<file path="config.mk">
export PLATFORM = sky130hd
export DESIGN_NAME = disp_mux_bcd
export DESIGN_NICKNAME = d
export VERILOG_FILES = /design/src/rtl/disp_pkg.sv /design/src/rtl/bcd_to_sseg.sv /design/src/rtl/disp_mux_bcd.sv
export SDC_FILE = /design/constraint.sdc
export NUM_CORES = 1
export LEC_CHECK = 0
export CORE_MARGIN = 2
export CORE_UTILIZATION = 56
export CTS_CLUSTER_SIZE = 20
export DETAILED_ROUTE_END_ITERATION = 10
export PLACE_DENSITY = 0.88
export SYNTH_ARGS = -nofsm -noshare
export SYNTH_HDL_FRONTEND = slang
export SYNTH_SLANG_ARGS = --single-unit
export TNS_END_PERCENT = 10
</file>
<file path="constraint.sdc">
create_clock -name clk -period 3.3 [get_ports clk]
set_clock_uncertainty 0.15 [all_clocks]
set_input_delay 0.495 -clock clk [delete_from_list [all_inputs] [get_ports clk]]
set_output_delay 0.495 -clock clk [all_outputs]
set_load 0.05 [all_outputs]
</file>
<file path="src/rtl/disp_pkg.sv">
// Shared constants for the seven-segment display path.
// Segment byte order is {dp,g,f,e,d,c,b,a}; every pattern is active-low.
// Ports: none (package).
package disp_pkg;

    localparam int unsigned DIGITS = 4;
    localparam int unsigned BCD_W  = 4;
    localparam int unsigned SEG_W  = 7;

    // Segment pin byte: dp in bit 7, seg holds {g,f,e,d,c,b,a}.
    typedef struct packed {
        logic             dp;
        logic [SEG_W-1:0] seg;
    } sseg_t;

    localparam logic [SEG_W-1:0] SSEG_0    = 7'h40;
    localparam logic [SEG_W-1:0] SSEG_1    = 7'h79;
    localparam logic [SEG_W-1:0] SSEG_2    = 7'h24;
    localparam logic [SEG_W-1:0] SSEG_3    = 7'h30;
    localparam logic [SEG_W-1:0] SSEG_4    = 7'h19;
    localparam logic [SEG_W-1:0] SSEG_5    = 7'h12;
    localparam logic [SEG_W-1:0] SSEG_6    = 7'h02;
    localparam logic [SEG_W-1:0] SSEG_7    = 7'h78;
    localparam logic [SEG_W-1:0] SSEG_8    = 7'h00;
    localparam logic [SEG_W-1:0] SSEG_9    = 7'h10;
    localparam logic [SEG_W-1:0] SSEG_DASH = 7'h3F;
    localparam logic [SEG_W-1:0] SSEG_OFF  = 7'h7F;

endpackage

</file>
<file path="src/rtl/bcd_to_sseg.sv">
// Combinational BCD digit to active-low 7-segment pattern.
// Ports: digit (4-bit BCD), blank (force all segments off),
//        seg_c (7-bit pattern {g,f,e,d,c,b,a}).
module bcd_to_sseg
    import disp_pkg::*;
(
    input  logic [BCD_W-1:0] digit,
    input  logic             blank,
    output logic [SEG_W-1:0] seg_c
);

    // Non-BCD codes 10..15 fall through to a dash.
    always_comb begin
        seg_c = SSEG_DASH;
        if (blank) begin
            seg_c = SSEG_OFF;
        end else begin
            case (digit)
                4'd0:    seg_c = SSEG_0;
                4'd1:    seg_c = SSEG_1;
                4'd2:    seg_c = SSEG_2;
                4'd3:    seg_c = SSEG_3;
                4'd4:    seg_c = SSEG_4;
                4'd5:    seg_c = SSEG_5;
                4'd6:    seg_c = SSEG_6;
                4'd7:    seg_c = SSEG_7;
                4'd8:    seg_c = SSEG_8;
                4'd9:    seg_c = SSEG_9;
                default: seg_c = SSEG_DASH;
            endcase
        end
    end

endmodule

</file>
<file path="src/rtl/disp_mux_bcd.sv">
// Four-digit time-multiplexed seven-segment driver for a common-anode display.
// A free-running N-bit refresh counter scans one digit per 2^(N-2) clocks;
// digit values and decimal points are snapshotted once per scan so a carry
// in the stopwatch counters never tears the displayed value.
// Optional: define DISP_MUX_LZB_EN for leading-zero blanking of digits 3..1.
// Ports:
//   clk    system clock
//   rst_n  synchronous active-low reset
//   en     display enable (0 gates anodes off, scanning continues)
//   in3..in0  BCD digits, most to least significant
//   dp_in  decimal point per digit, active-high
//   an     anode enables, active-low, bit i = digit i
//   sseg   segments, active-low {dp,g,f,e,d,c,b,a}
module disp_mux_bcd
    import disp_pkg::*;
#(
    parameter int unsigned N = 18
) (
    input  logic              clk,
    input  logic              rst_n,
    input  logic              en,
    input  logic [BCD_W-1:0]  in3,
    input  logic [BCD_W-1:0]  in2,
    input  logic [BCD_W-1:0]  in1,
    input  logic [BCD_W-1:0]  in0,
    input  logic [DIGITS-1:0] dp_in,
    output logic [DIGITS-1:0] an,
    output logic [7:0]        sseg
);

    logic [N-1:0]        q_reg;
    logic [BCD_W-1:0]    s3, s2, s1, s0;
    logic [DIGITS-1:0]   sdp;
    logic [1:0]          sel_c;
    logic                scan_end_c;
    logic [BCD_W-1:0]    digit_c;
    logic                blank_c;
    logic [DIGITS-1:0]   blank_vec_c;
    logic [SEG_W-1:0]    seg_c;
    sseg_t               sseg_nxt_c;

    assign sel_c      = q_reg[N-1 -: 2];
    assign scan_end_c = &q_reg;

    // Refresh counter, wraps naturally.
    always_ff @(posedge clk) begin
        if (!rst_n) begin
            q_reg <= '0;
        end else begin
            q_reg <= q_reg + N'(1);
        end
    end

    // Snapshot on the last count of a scan; first shown in the next digit-0 slot.
    always_ff @(posedge clk) begin
        if (!rst_n) begin
            s3  <= '0;
            s2  <= '0;
            s1  <= '0;
            s0  <= '0;
            sdp <= '0;
        end else if (scan_end_c) begin
            s3  <= in3;
            s2  <= in2;
            s1  <= in1;
            s0  <= in0;
            sdp <= dp_in;
        end
    end

    // Leading-zero blanking chains from the top digit down; digit 0 always shows.
`ifdef DISP_MUX_LZB_EN
    always_comb begin
        blank_vec_c    = '0;
        blank_vec_c[3] = (s3 == '0);
        blank_vec_c[2] = blank_vec_c[3] && (s2 == '0);
        blank_vec_c[1] = blank_vec_c[2] && (s1 == '0);
    end
`else
    assign blank_vec_c = '0;
`endif

    // Digit mux on the snapshot only.
    always_comb begin
        digit_c = s0;
        case (sel_c)
            2'd0: digit_c = s0;
            2'd1: digit_c = s1;
            2'd2: digit_c = s2;
            2'd3: digit_c = s3;
            default: digit_c = s0;
        endcase
    end

    assign blank_c = blank_vec_c[sel_c];

    bcd_to_sseg u_dec (
        .digit (digit_c),
        .blank (blank_c),
        .seg_c (seg_c)
    );

    assign sseg_nxt_c = '{dp: ~sdp[sel_c], seg: seg_c};

    // Pin registers: one clock behind sel; only the anodes honour en.
    always_ff @(posedge clk) begin
        if (!rst_n) begin
            an   <= 4'b1111;
            sseg <= 8'hFF;
        end else begin
            an   <= en ? 4'(~(4'b0001 << sel_c)) : 4'b1111;
            sseg <= sseg_nxt_c;
        end
    end

endmodule
</file>
======== Word-level counts from Yosys, hierarchy flattened ========
Memories as Yosys holds them, arrays and structs flattened. A register that Yosys moved wholly into a read port is not among the register bits.
Index checks and enable logic that the tools add are counted.
cells by class
  add/sub/neg operators ................... 1
  multiply operators ...................... 0
  div/mod/pow operators ................... 0
  $lt $le $gt $ge ......................... 1
  eq/ne operators ......................... 3
  shifts and indexed selects .............. 1
  mux-type cells .......................... 5
  bitwise operators ....................... 3
  reductions and logical operators ........ 4
operators with widths
  operator               number
  $add 18x1->18 const B  1
  $reduce_and 18->1      1
  $pmux 4 s4             1
  $bmux 1 s2             2
  $eq 2x2->1 const B     2
  $not 4->4              1
  $shl 1x2->4 const A    1
  $lt 2x3->1 const B     1
  $eq 2x1->1 const B     1
  $logic_not 2->1        1
  $mux 1                 2
  $not 1->1              2
  $reduce_and 2->1       1
  $reduce_or 2->1        1
storage, ports and cells
  bits in registers ....................... 43
  latch bits .............................. 0
  bits in writable memories ............... 0
  ROM bits ................................ 112
  logic and storage cells ................. 27
  memories ................................ 1
memory list
  memory            depth  bits a word  read ports  clocked after memory_dff  wr ports  RTL line           text
  (name not given)  16     7            1           1                         0         bcd_to_sseg.sv:18  case (digit)

======== Logic depth before layout (Yosys ltp) ========
  depth after elaboration ................. 3
  gate-level depth with buffers ........... 7
  mapped depth without buffers ............ 6

======== Modules after synthesis ========
Synthesis repeated with hierarchy kept, for this count alone.
second synthesis, totals
  cells, all modules ...................... 251
  area total of the unflattened synthesis .. 2336.0 um^2
by module, submodules not included
  module        times used  cells an instance  area an instance (um^2)  sequential area each (um^2)
  disp_mux_bcd  1           216                2100.8                   1001.0
  bcd_to_sseg   1           35                 235.2                    0.0

======== Worst setup path before layout ========
Ideal clock, no wire load.
  path type ............................... register to register
  from .................................... register q_reg[16]
  to ...................................... register sseg[1]
  setup time .............................. 0.135 ns
  arrival ................................. 1.668 ns
  slack ................................... 1.348 ns
  stages on the path, launching flop included .. 7
  path buffers ............................ 1
  clock period less this slack ............ 1.952 ns
  path through ............................ dfxtp_1 > buf_2 > mux4_2 > inv_1 > ha_1 > a21oi_1 > o21ai_0
on the way
  cells in the longest elaborated chain, start to end .. 3
  elaborated cells on any way between the ends .. 8
  classes of those cells .................. eq/ne: 3; mux: 3; reduce/logical: 2
ends and longest elaborated chain
  what                          RTL line            text
  start, declared               disp_mux_bcd.sv:31  logic [N-1:0] q_reg;
  start signal, assigned        disp_mux_bcd.sv:50  q_reg <= q_reg + N'(1);
  $bmux 1 s2                    disp_mux_bcd.sv:95  assign blank_c = blank_vec_c[sel_c];
  $mux 1 (not written as such)  disp_mux_bcd.sv:95
  $reduce_or 2->1 (no line)     -
  end, declared                 disp_mux_bcd.sv:28  output logic [7:0] sseg
Several ways; a longest one is shown, not always the timed one. The select of a mux whose other input is x is not followed.
A chain may end at the register's enable or synchronous reset.

======== Worst setup path in the final report ========
  from .................................... register q_reg[16]
  to ...................................... register sseg[3]
The elaborated chain is that of the path after synthesis.

==> results.toml <==
[layout]
fin_area_um2 = 2610
largest_register_ffs = 18
multi_input_area_um2 = 1080
fill_cells = 317
num_antenna_cells = 0
register_area_um2 = 1000
drive_gt1_share_pct = 6.87
area_delta_synth_final_pct = 20.3
final_nets = 288

[sta]
fin_crit_ns = 2.19
hold_viol_final = 0
slew_headroom_pct = 63.2
max_freq_ghz = 0.456
period_share_pct = 66.4
worstMarginPinSlew_ns = 0.551
rsz0062_at_grt = "false"
setup_viol_count_final = 0
slew_violations = 0
setup_tns_ns = 0

[synthesis]
ys_types = 35
synth-edff-count = 0
syn_area_um2 = 2170
synth_area_leader_cell = "dfxtp_1"
synth_top_area_share_pct = 46.2
synth_common_cells = "nand2_1 (51), dfxtp_1 (50), mux2i_1 (23)"
seq_area_frac_synth_pct = 46.2
postSynthAreaPerCell_um2 = 9.43
ys_seq_elements = 50
synth_ff_type = "dfxtp_1"
yosysWarnings = 0
syn_nets = 257
async_reset_ff_share_pct = 0
synth.area.top_cells = "dfxtp_1 (46%), mux2i_1 (11%), nand2_1 (8.8%)"
yosysMostFrequentCell = "nand2_1"
syn_inst = 230

[drt]
wire_per_inst_um = 12.3
vias = 1634
drt_iter0_markers = 84
drt_pass1_iterations = 4
drtAntennaViolNets = 0
vias_per_cell = 5.27
drc = 0
drt_wl_total_um = 3800

[power_and_ir_drop]
power.density_nw_per_um2 = 403
p_leak_uw = 0.000961
p_total_uw = 1050
peakVddDrop_uv = 290

[clocking]
clk_pin_slew_ns = 0.09
root_buffer = "clkbuf_8"
htreeDepth = 2
cts_sinks = 50
cts_tree = "done"
ctsHoldBuffers = 0
insertion_delay_ns = 0.30
cts_resized = 0
cts_buffers = 5
cts_buffer_depth = 2
cts_setup_buffers = 0

[global_routing]
grt_pass1_vias = 1462
track_usage_pct = 19.2
antenna_found_initial = 0
grt_pass1_wl_um = 6450
grt_max_degree = 34
overflow = 0

[setup_path]
path_cells = "mux4_2, nor2_1, mux2i_1, nand3_1"
cp_max_fo = 13
crit_buf_inv = 0
worst-setup-path-type = "flop to flop"
worstSetupEndpointType = "flop"
crit_slowest_cell = "dfxtp_1"
critPathMaxStageDelay_ns = 0.68
startpoint_type = "flop"
path_delay_family = "multiplexers"
required_ns = 3.32
cp.arrival_ns = 2.21

[floorplanning]
fp.dieH_um = 66.2
start_util_pct = 58.8
die_w_um = 66.2
row_count = 22
ios = 35
floorplan.die_area_um2 = 4390
core_area_um2 = 3690

[place]
gp_congestion = 0.869
placed_area_um2 = 2520
dp_hpwl_um = 2730
portBuffers = 34

[min_path]
hold_path_class = "flop to flop"

[run_status]
status = "finished, final reports clean"

[flow_run]
cap_viol_max_count = 0
-- worst register-to-register path, delay by kind of cell, from the launching register on --
| family | cells | cell delay, ns |
|---|---|---|
| muxes | 2 | 0.92 |
| DFF | 1 | 0.68 |
| and+or+nand+nor | 2 | 0.31 |
-- through the flow --
stage | cells | utilization (%) | hold WS (ns) | setup slack, ns
6_report | 310 | 70.7 | 0.313 | 1.11
5_1_grt | 310 | 70.7 | 0.327 | 0.957
4_1_cts | 310 | 70.7 | 0.316 | 1.08
3_5_place_dp | 302 | 68.2 | 0.304 | 1.10
3_3_place_gp | 302 | 68.2 | 0.291 | 1.19
2_1_floorplan | 230 | - | 0.282 | 1.35
-- power breakdown --
part / total, µW / internal [µW] / switching [µW]
combinational: 78.3 / 37.6 / 40.6
sequential: 616 / 610 / 5.28
clock: 357 / 169 / 187
total: 1050 / 817 / 233
-- area by class of cell --
class,instances,area share (%)
multi-input combinational,162,41.5
sequential,50,38.4
timing repair buffer,36,13.4
clock buffer,7,3.31
tap,48,2.30
inverter,6,0.864
clock inverter,1,0.192
-- cells in the final DEF (no fill, tap or decap), drive strengths merged --
| cell type | n |
|---|---|
| a211oi | 1 |
| a21oi | 5 |
| and2 | 2 |
| and3 | 3 |
| and4 | 2 |
| buf | 3 |
| clkbuf | 7 |
| clkdlybuf4s50 | 33 |
| clkinv | 1 |
| dfxtp | 50 |
| ha | 4 |
| inv | 6 |
| mux2i | 23 |
| mux4 | 5 |
| nand2 | 51 |
| nand2b | 4 |
| nand3 | 10 |
| nand4 | 4 |
| nand4b | 1 |
| nor2 | 16 |
| nor2b | 1 |
| nor3 | 3 |
| nor4 | 2 |
| o21ai | 5 |
| o22ai | 1 |
| o311ai | 1 |
| o31ai | 1 |
| or2 | 2 |
| or3 | 3 |
| or4 | 1 |
| xnor2 | 7 |
| xor2 | 4 |
-- metal layers --
| metal | routed length (µm) | GRT usage, % | vias up |
|---|---|---|---|
| met5 | 0 | 0 | - |
| met4 | 72 | 7.91 | 0 |
| met3 | 137 | 3.58 | 10 |
| met2 | 1770 | 31.9 | 41 |
| met1 | 1820 | 24.4 | 746 |
| li1 | - | - | 837 |
-- worst paths after layout --
kind,start,to,slack (ns),cells after the start
hold reg to reg,s0[3],s0[3],0.31,2
hold / removal,s0[3],s0[3],0.31,2
setup reg to reg,q_reg[16],sseg[3],1.11,4
setup / recovery,q_reg[16],sseg[3],1.11,4
-- cell families after synthesis --
kind of cell,after synthesis,synth area share (%)
AND/OR/NAND/NOR,105,23.7
multiplexers,28,15.8
flip-flops,50,46.2
adder cells (fa/ha/maj),4,2.31
XOR/XNOR,11,4.44
AO/OA/AOI/OAI,14,3.69
buffers and inverters,18,3.92
(Power assumes the default switching activity.)
